### src/rtl/mem_port_arbiter.sv
// mem_port_arbiter: shares one data-memory slave port between instruction
// fetch (master 0) and load/store (master 1). One transaction in flight at a
// time; round-robin arbitration; request fields are registered at acceptance
// and never forwarded combinationally to the slave.
module mem_port_arbiter #(
  parameter int ADDR_W = 32,
  parameter int DATA_W = 32
) (
  input  logic                clk,
  input  logic                rst,
  // master 0: instruction fetch
  input  logic                m0_req_valid,
  output logic                m0_req_ready,
  input  logic [ADDR_W-1:0]   m0_addr,
  input  logic                m0_wen,
  input  logic [DATA_W-1:0]   m0_wdata,
  input  logic [DATA_W/8-1:0] m0_wmask,
  output logic                m0_resp_valid,
  output logic [DATA_W-1:0]   m0_rdata,
  // master 1: load/store
  input  logic                m1_req_valid,
  output logic                m1_req_ready,
  input  logic [ADDR_W-1:0]   m1_addr,
  input  logic                m1_wen,
  input  logic [DATA_W-1:0]   m1_wdata,
  input  logic [DATA_W/8-1:0] m1_wmask,
  output logic                m1_resp_valid,
  output logic [DATA_W-1:0]   m1_rdata,
  // slave port
  output logic                s_req_valid,
  input  logic                s_req_ready,
  output logic [ADDR_W-1:0]   s_addr,
  output logic                s_wen,
  output logic [DATA_W-1:0]   s_wdata,
  output logic [DATA_W/8-1:0] s_wmask,
  input  logic                s_resp_valid,
  input  logic [DATA_W-1:0]   s_rdata,
  // status
  output logic                busy,
  output logic                stray_resp
);

  localparam int MASK_W = DATA_W / 8;

  localparam logic [1:0] IDLE  = 2'd0;
  localparam logic [1:0] ISSUE = 2'd1;
  localparam logic [1:0] WAIT  = 2'd2;

  logic [1:0]        state;
  logic [1:0]        state_nxt;
  logic              last_grant;   // master served by the last completed transaction
  logic              grant;        // master owning the in-flight transaction
  logic              arb_any;
  logic              arb_grant;    // winner of this cycle's arbitration (0/1)
  logic              accept;
  logic              in_wait;

  logic [ADDR_W-1:0] addr_q;
  logic              wen_q;
  logic [DATA_W-1:0] wdata_q;
  logic [MASK_W-1:0] wmask_q;

  // Arbitration: a lone requester wins; on a tie the master that did not go last wins.
  // NOTE: every always_comb output gets a default first so no path infers a latch.
  always_comb begin
    arb_any   = m0_req_valid | m1_req_valid;
    arb_grant = 1'b0;
    if (m0_req_valid && m1_req_valid) begin
      arb_grant = ~last_grant;
    end else if (m1_req_valid) begin
      arb_grant = 1'b1;
    end
  end

  assign accept       = (state == IDLE) && arb_any;
  assign m0_req_ready = accept & ~arb_grant;
  assign m1_req_ready = accept &  arb_grant;

  // Next-state logic for the IDLE -> ISSUE -> WAIT transaction sequence.
  always_comb begin
    state_nxt = state;
    case (state)
      IDLE:    if (arb_any)      state_nxt = ISSUE;
      ISSUE:   if (s_req_ready)  state_nxt = WAIT;
      WAIT:    if (s_resp_valid) state_nxt = IDLE;
      default:                   state_nxt = IDLE;
    endcase
  end

  // State register; reset drops the FSM to IDLE at once, abandoning any transaction.
  // NOTE: clocked blocks use non-blocking (<=) so every register samples pre-edge values.
  always_ff @(posedge clk or posedge rst) begin
    if (rst) state <= IDLE;
    else     state <= state_nxt;
  end

  // Capture the winning master's request fields and identity on acceptance.
  always_ff @(posedge clk or posedge rst) begin
    if (rst) begin
      grant   <= 1'b0;
      addr_q  <= '0;
      wen_q   <= 1'b0;
      wdata_q <= '0;
      wmask_q <= '0;
    end else if (accept) begin
      grant   <= arb_grant;
      addr_q  <= arb_grant ? m1_addr  : m0_addr;
      wen_q   <= arb_grant ? m1_wen   : m0_wen;
      wdata_q <= arb_grant ? m1_wdata : m0_wdata;
      wmask_q <= arb_grant ? m1_wmask : m0_wmask;
    end
  end

  // Round-robin history: updated only when a transaction completes.
  // Reset value 1 lets master 0 win the first tie.
  always_ff @(posedge clk or posedge rst) begin
    if (rst)                           last_grant <= 1'b1;
    else if (in_wait && s_resp_valid)  last_grant <= grant;
  end

  // Sticky flag: a slave response outside WAIT belongs to no transaction.
  always_ff @(posedge clk or posedge rst) begin
    if (rst)                                stray_resp <= 1'b0;
    else if (s_resp_valid && state != WAIT) stray_resp <= 1'b1;
  end

  assign in_wait = (state == WAIT);

  // Slave request side: driven only from the registered copy.
  assign s_req_valid = (state == ISSUE);
  assign s_addr      = addr_q;
  assign s_wen       = wen_q;
  assign s_wdata     = wdata_q;
  assign s_wmask     = wmask_q;

  // Response routing: only the owner of the in-flight transaction sees the slave.
  assign m0_resp_valid = in_wait & ~grant & s_resp_valid;
  assign m1_resp_valid = in_wait &  grant & s_resp_valid;
  assign m0_rdata      = (in_wait && !grant) ? s_rdata : '0;
  assign m1_rdata      = (in_wait &&  grant) ? s_rdata : '0;

  assign busy = (state != IDLE);

endmodule

### config.mk
export PLATFORM = sky130hd
export DESIGN_NAME = mem_port_arbiter
export DESIGN_NICKNAME = d
export VERILOG_FILES = /design/src/rtl/mem_port_arbiter.sv
export SDC_FILE = /design/constraint.sdc
export NUM_CORES = 1
export LEC_CHECK = 0
export ABC_AREA = 0
export BUFFER_PORTS_ARGS = -buffer_cell sky130_fd_sc_hd__clkbuf_2
export CORE_AREA = 5 5 137 106
export CTS_CLUSTER_SIZE = 16
export DETAILED_ROUTE_END_ITERATION = 10
export DIE_AREA = 0 0 142 111
export PLACE_DENSITY = 0.67
export SYNTH_ARGS = -nofsm -noshare
export SYNTH_HDL_FRONTEND = slang
export SYNTH_SLANG_ARGS = --single-unit
### constraint.sdc
create_clock -name clk -period 2.5 [get_ports clk]
set_input_delay 0.25 -clock clk [delete_from_list [all_inputs] [get_ports clk]]
set_output_delay 0.25 -clock clk [all_outputs]
set_load 0.01 [all_outputs]
---- Word level (Yosys, flattened, before mapping) ----
Cells that the tools add are included.
storage, ports and cells
  latch bits .............................. 0
  RAM bits ................................ 0
  flip-flop bits (word level) ............. 74
  memories ................................ 0
  memory bits (read-only) ................. 0
  input port bits ......................... 176
operators by class
  reduce and logical (&&, ||, !) cells .... 10
  bitwise logic cells ..................... 10
  equality and inequality tests ........... 6
  add/sub/neg operators ................... 0
  multiplexer cells ....................... 12
  order comparisons ....................... 0
  shifts and indexed selects .............. 0
  divide/modulo/power cells ............... 0
  multiply operators ...................... 0
operators by type and width
  operator            count
  $mux 32             4
  $and 1x1->1         6
  $logic_and 1x1->1   6
  $mux 2              3
  $ne 2x2->1 const B  3
  $pmux 2 s3          1
  $mux 4              1
  $mux 1              3
  $not 1->1           3
  $reduce_and 3->1    1
  $eq 2x1->1 const B  1
  $eq 2x2->1 const B  1
  $logic_not 2->1     1
  $ne 2x1->1 const B  1
  $reduce_bool 2->1   1
  $logic_not 1->1     1
  $or 1x1->1          1

---- Longest topological paths before layout ----
  depth after elaboration ................. 4
  depth in mapped cells ................... 6
  mapped depth without buffers ............ 4

---- Worst setup path before layout ----
Ideal clock, no wire load.
  kind .................................... register -> register
  start ................................... register last_grant
  end ..................................... register wdata_q[10] (netlist: s_wdata[10])
  arrival ................................. 1.334 ns
  data required time ...................... 2.374 ns
  clock period less this slack ............ 1.460 ns
  stages on the path, launching flop included .. 7
  setup slack ............................. 1.040 ns
  cell sequence ........................... dfstp_2 -> a21bo_2 -> buf_2 -> and3_4 -> buf_6 -> buf_6 -> a221o_1
between the ends
  word-level cells in the longest chain between the ends .. 3
ends and longest elaborated chain
  element                   RTL line  source
  start: declaration        51        logic last_grant;
  start signal: assignment  118       else if (in_wait && s_resp_valid) last_grant <= grant;
  $not 1->1                 69        arb_grant = ~last_grant;
  $mux 1                    68        if (m0_req_valid && m1_req_valid) begin
  $mux 32                   109       wdata_q <= arb_grant ? m1_wdata : m0_wdata;
  end signal: assignment    109
  end: declaration          60        logic [DATA_W-1:0] wdata_q;
No other way between the ends.
A chain may end at the register's enable or synchronous reset.

---- Worst setup path in the final report ----
  start ................................... register state[0]
  end ..................................... output port m1_resp_valid
between the ends
  word-level cells in the longest chain between the ends .. 3
ends and longest elaborated chain
  element                   RTL line  source
  start: declaration        49        logic [1:0] state;
  start signal: assignment  94        else state <= state_nxt;
  $eq 2x2->1                127       assign in_wait = (state == WAIT);
  $and 1x1->1 (2 in a row)  138       assign m1_resp_valid = in_wait & grant & s_resp_valid;
  end: declaration          27        output logic m1_resp_valid,
No other way between the ends.

==> results by group <==
Timing
  • Final Critical Period: 2.09 ns
  • Fin crit share: 83.6%
  • Worst hold slack: between 0.1 and 0.15 ns
  • Fmax: 479 MHz
  • Worst clock skew: just under 0.006 ns
  • Relative slew slack: 61.1%
  • Finish-stage setup viols: 0
  • Setup TNS: 0 ns
  • Final hold violations: 0
  • Final setup margin: 0.411 ns
  • Max-slew violations: 0
  • Worst Tran Pin Value: 0.584 ns
  • RSZ-0062 raised after global routing: false

Power
  • Tot Pwr: 6.55 mW
  • Leakage: 3.26 nW
  • Pwr Density: 1120 mW/mm^2
  • Peak VDD IR: 0.000416 V

Floorplan
  • Rows: 36
  • Floorplan die height: about 110 um
  • Initial Utilization: 29.5%
  • Die ar.: 0.0158 sq mm
  • Die X: 142 um
  • Placeable Area: about 0.013 sq mm
  • I/O Pins: 316

Global route
  • Total grt overflow: 0
  • Total GRT Usage: a little under a fifth
  • Initial antenna violation count: 1
  • Largest net degree at the start of global routing: 45
  • First-pass GRT wire length: 23.1 mm
  • Vias in the first global route: 4237

Worst setup path
  • Slowest cell on crit path: and3b_1
  • R2R setup slack: between 0.7 and 0.8 ns
  • Crit path required time: 2.25 ns
  • CP Launch Type: register
  • Worst setup path category: reg2out
  • Worst path arrival time: approximately 1.8 ns
  • Worst-path fanout max: 22
  • Crit path capture type: output port
  • Critical path, cell by cell: and3b_1 > buf_4 > and2_1 > clkbuf_2
  • Slowest stage delay, CP: 0.46 ns

Drt
  • Final WL: roughly 15 mm
  • Vias: 4195
  • Highest Signal Layer: met5
  • DRC viols: 0
  • Post-detailed-route wirelength per cell: 17.1 um
  • Total routed wire length on the met1 layer: 6.66 mm
  • DRT antenna net count: 0
  • DR pass1 iterations: 4
  • Metal3 WL: roughly 1.3 mm
  • Via density: between 4 and 5
  • Met2 WL: 6.94 mm
  • Iteration-0 DRC Markers: 266

Final layout
  • Area delta synth->final: 53.1%
  • Share of cells above drive strength 1: about half
  • Antenna cells: 0
  • Post-route cell area: 0.00582 sq mm
  • Final nets: 881

Synthesis
  • Register area share after synthesis: 48.7%
  • Post-synth EDFFs: 0
  • #FFs+latches synth: 74
  • Syn Area/Cell: 9.39 sq um
  • Ys Warns: 0
  • Post-synth cell types: 24
  • Synth Flop Type: dfrtp_1
  • FFs w/ async S/R, synth: 100%
  • Post-synth top area share: 48.0%
  • Mapped Area: 0.00380 sq mm
  • Largest cells by area after synthesis: dfrtp_1, and2_1, a221o_1
  • Largest area contributor in the netlist: dfrtp_1
  • Syn_nets: 581
  • Post-synthesis cell count: 405

Clock tree
  • TritonCTS buffer count: 9
  • CTS H-tree depth: 3
  • Clk Latency, worst-skew pair: around 0.33 ns
  • # clock sinks: 74
  • CTS clk-pin slew, worst paths: 0.06 ns
  • Clk buf depth: 2
  • Root Driver: clkbuf_16
  • Buffer count from post-CTS setup fixing: 0
  • CTS tree: built

Job
  • Max_cap viols: 0

Outcome
  • Outcome: finished clean

Place
  • GP Congestion: ~0.83
  • Hpwl dp: approximately 12 mm
  • Placed cell area: 0.00552 sq mm
  • Worst setup slack after placement: 0.686 ns
  • IO buf count: between 300 and 400

Hold path
  • Worst min-delay path class: in2reg
-- power breakdown --
part           leakage [nW]  internal, mW  total, mW  switching [mW]
Clock                 0.138         0.771       1.29           0.520
Sequential            0.864          1.81       2.17           0.365
Combinational          2.25          1.35       3.09            1.73
Total                  3.26          3.93       6.55            2.62
-- worst max-delay path: cells and delay by family, from the launching register on --
kind,cells,cell delay (ns)
DFF,1,0.42
and+or+nand+nor,2,0.66
buffers and inverters,2,0.43
-- path summary, 6_finish.rpt --
check,cells after the start,start,endpoint
max,4,state[0],m1_resp_valid
min,2,s_req_ready,state[0]
max reg2reg,5,state[0],s_addr[20]
min reg2reg,1,stray_resp,stray_resp
max in group asynchronous,4,rst,last_grant
min in group asynchronous,3,rst,s_wdata[20]
-- logic make-up (layout without fill, tap and decap cells) --
kind of cell | after synthesis | after routing | share of synthesized area (%)
and+or+nand+nor | 179 | 179 | 25.3
DFF | 74 | 74 | 48.7
buffers and inverters | 44 | 348 | 5.56
AOI/OAI and AO/OA | 108 | 108 | 20.5
-- area by class of cell --
type | instances | area, sq um
fillers | 1286 | 7060
multi-input cells | 287 | 1750
clock buffers | 9 | 225
clock inverters | 6 | 67.6
well taps | 171 | 214
repair buffers | 329 | 1700
inverters | 4 | 16.3
flip-flops and latches | 74 | 1850
-- sequential cells by signal, summed over array words and instances, names as in the netlist --
name,cells
s_addr,32
s_wdata,32
s_wmask,4
state,2
grant,1
last_grant,1
s_wen,1
stray_resp,1
-- metrics by stage --
step | util (%) | std cells
floorplan | - | 405
global placement | 42.9 | 864
detailed placement | 42.9 | 864
CTS | 45.2 | 880
global route | 45.2 | 880
finish | 45.2 | 880
-- synthesized netlist by cell type (all sizes together) (2+ instances only) --
cell type and instances:
a21oi 32, nor2 3, nand2b 3, a21o 2, inv 4, a221o 37
clkbuf 24, dfrtp 73, nand2 66, and3 38, and2 66, o21ai 3
buf 16, a31oi 32
-- placed cells by master, fill, tap and decap left out, drive strengths merged --
| cell type | instances |
|---|---|
| a21o | 2 |
| nand2b | 3 |
| dlygate4sd3 | 1 |
| or2 | 1 |
| and3 | 38 |
| and3b | 1 |
| a21boi | 1 |
| nor2 | 3 |
| dfrtp | 73 |
| clkinv | 3 |
| bufinv | 1 |
| inv | 4 |
| o21ai | 3 |
| dfstp | 1 |
| a21oi | 32 |
| buf | 13 |
| a21bo | 1 |
| nand2 | 66 |
| nor3 | 1 |
| a31oi | 32 |
| a221o | 37 |
| clkbuf | 324 |
| and2 | 66 |
| clkinvlp | 2 |
-- timing repair --
| item | in CTS | in global routing |
|---|---|---|
| endpoints found under the setup margin | 0 | 0 |
| resized for setup | 0 | 0 |
| hold endpoints to repair | 30 | 0 |
| hold buffers | 1 | 0 |
-- metal layers --
layer  global-route usage, %  up-vias
li1                        -     2047
met5                       0        -
met3                    5.56       16
met4                    4.35        2
met2                    29.0      203
met1                    23.9     1927
(Power assumes the default switching activity.)
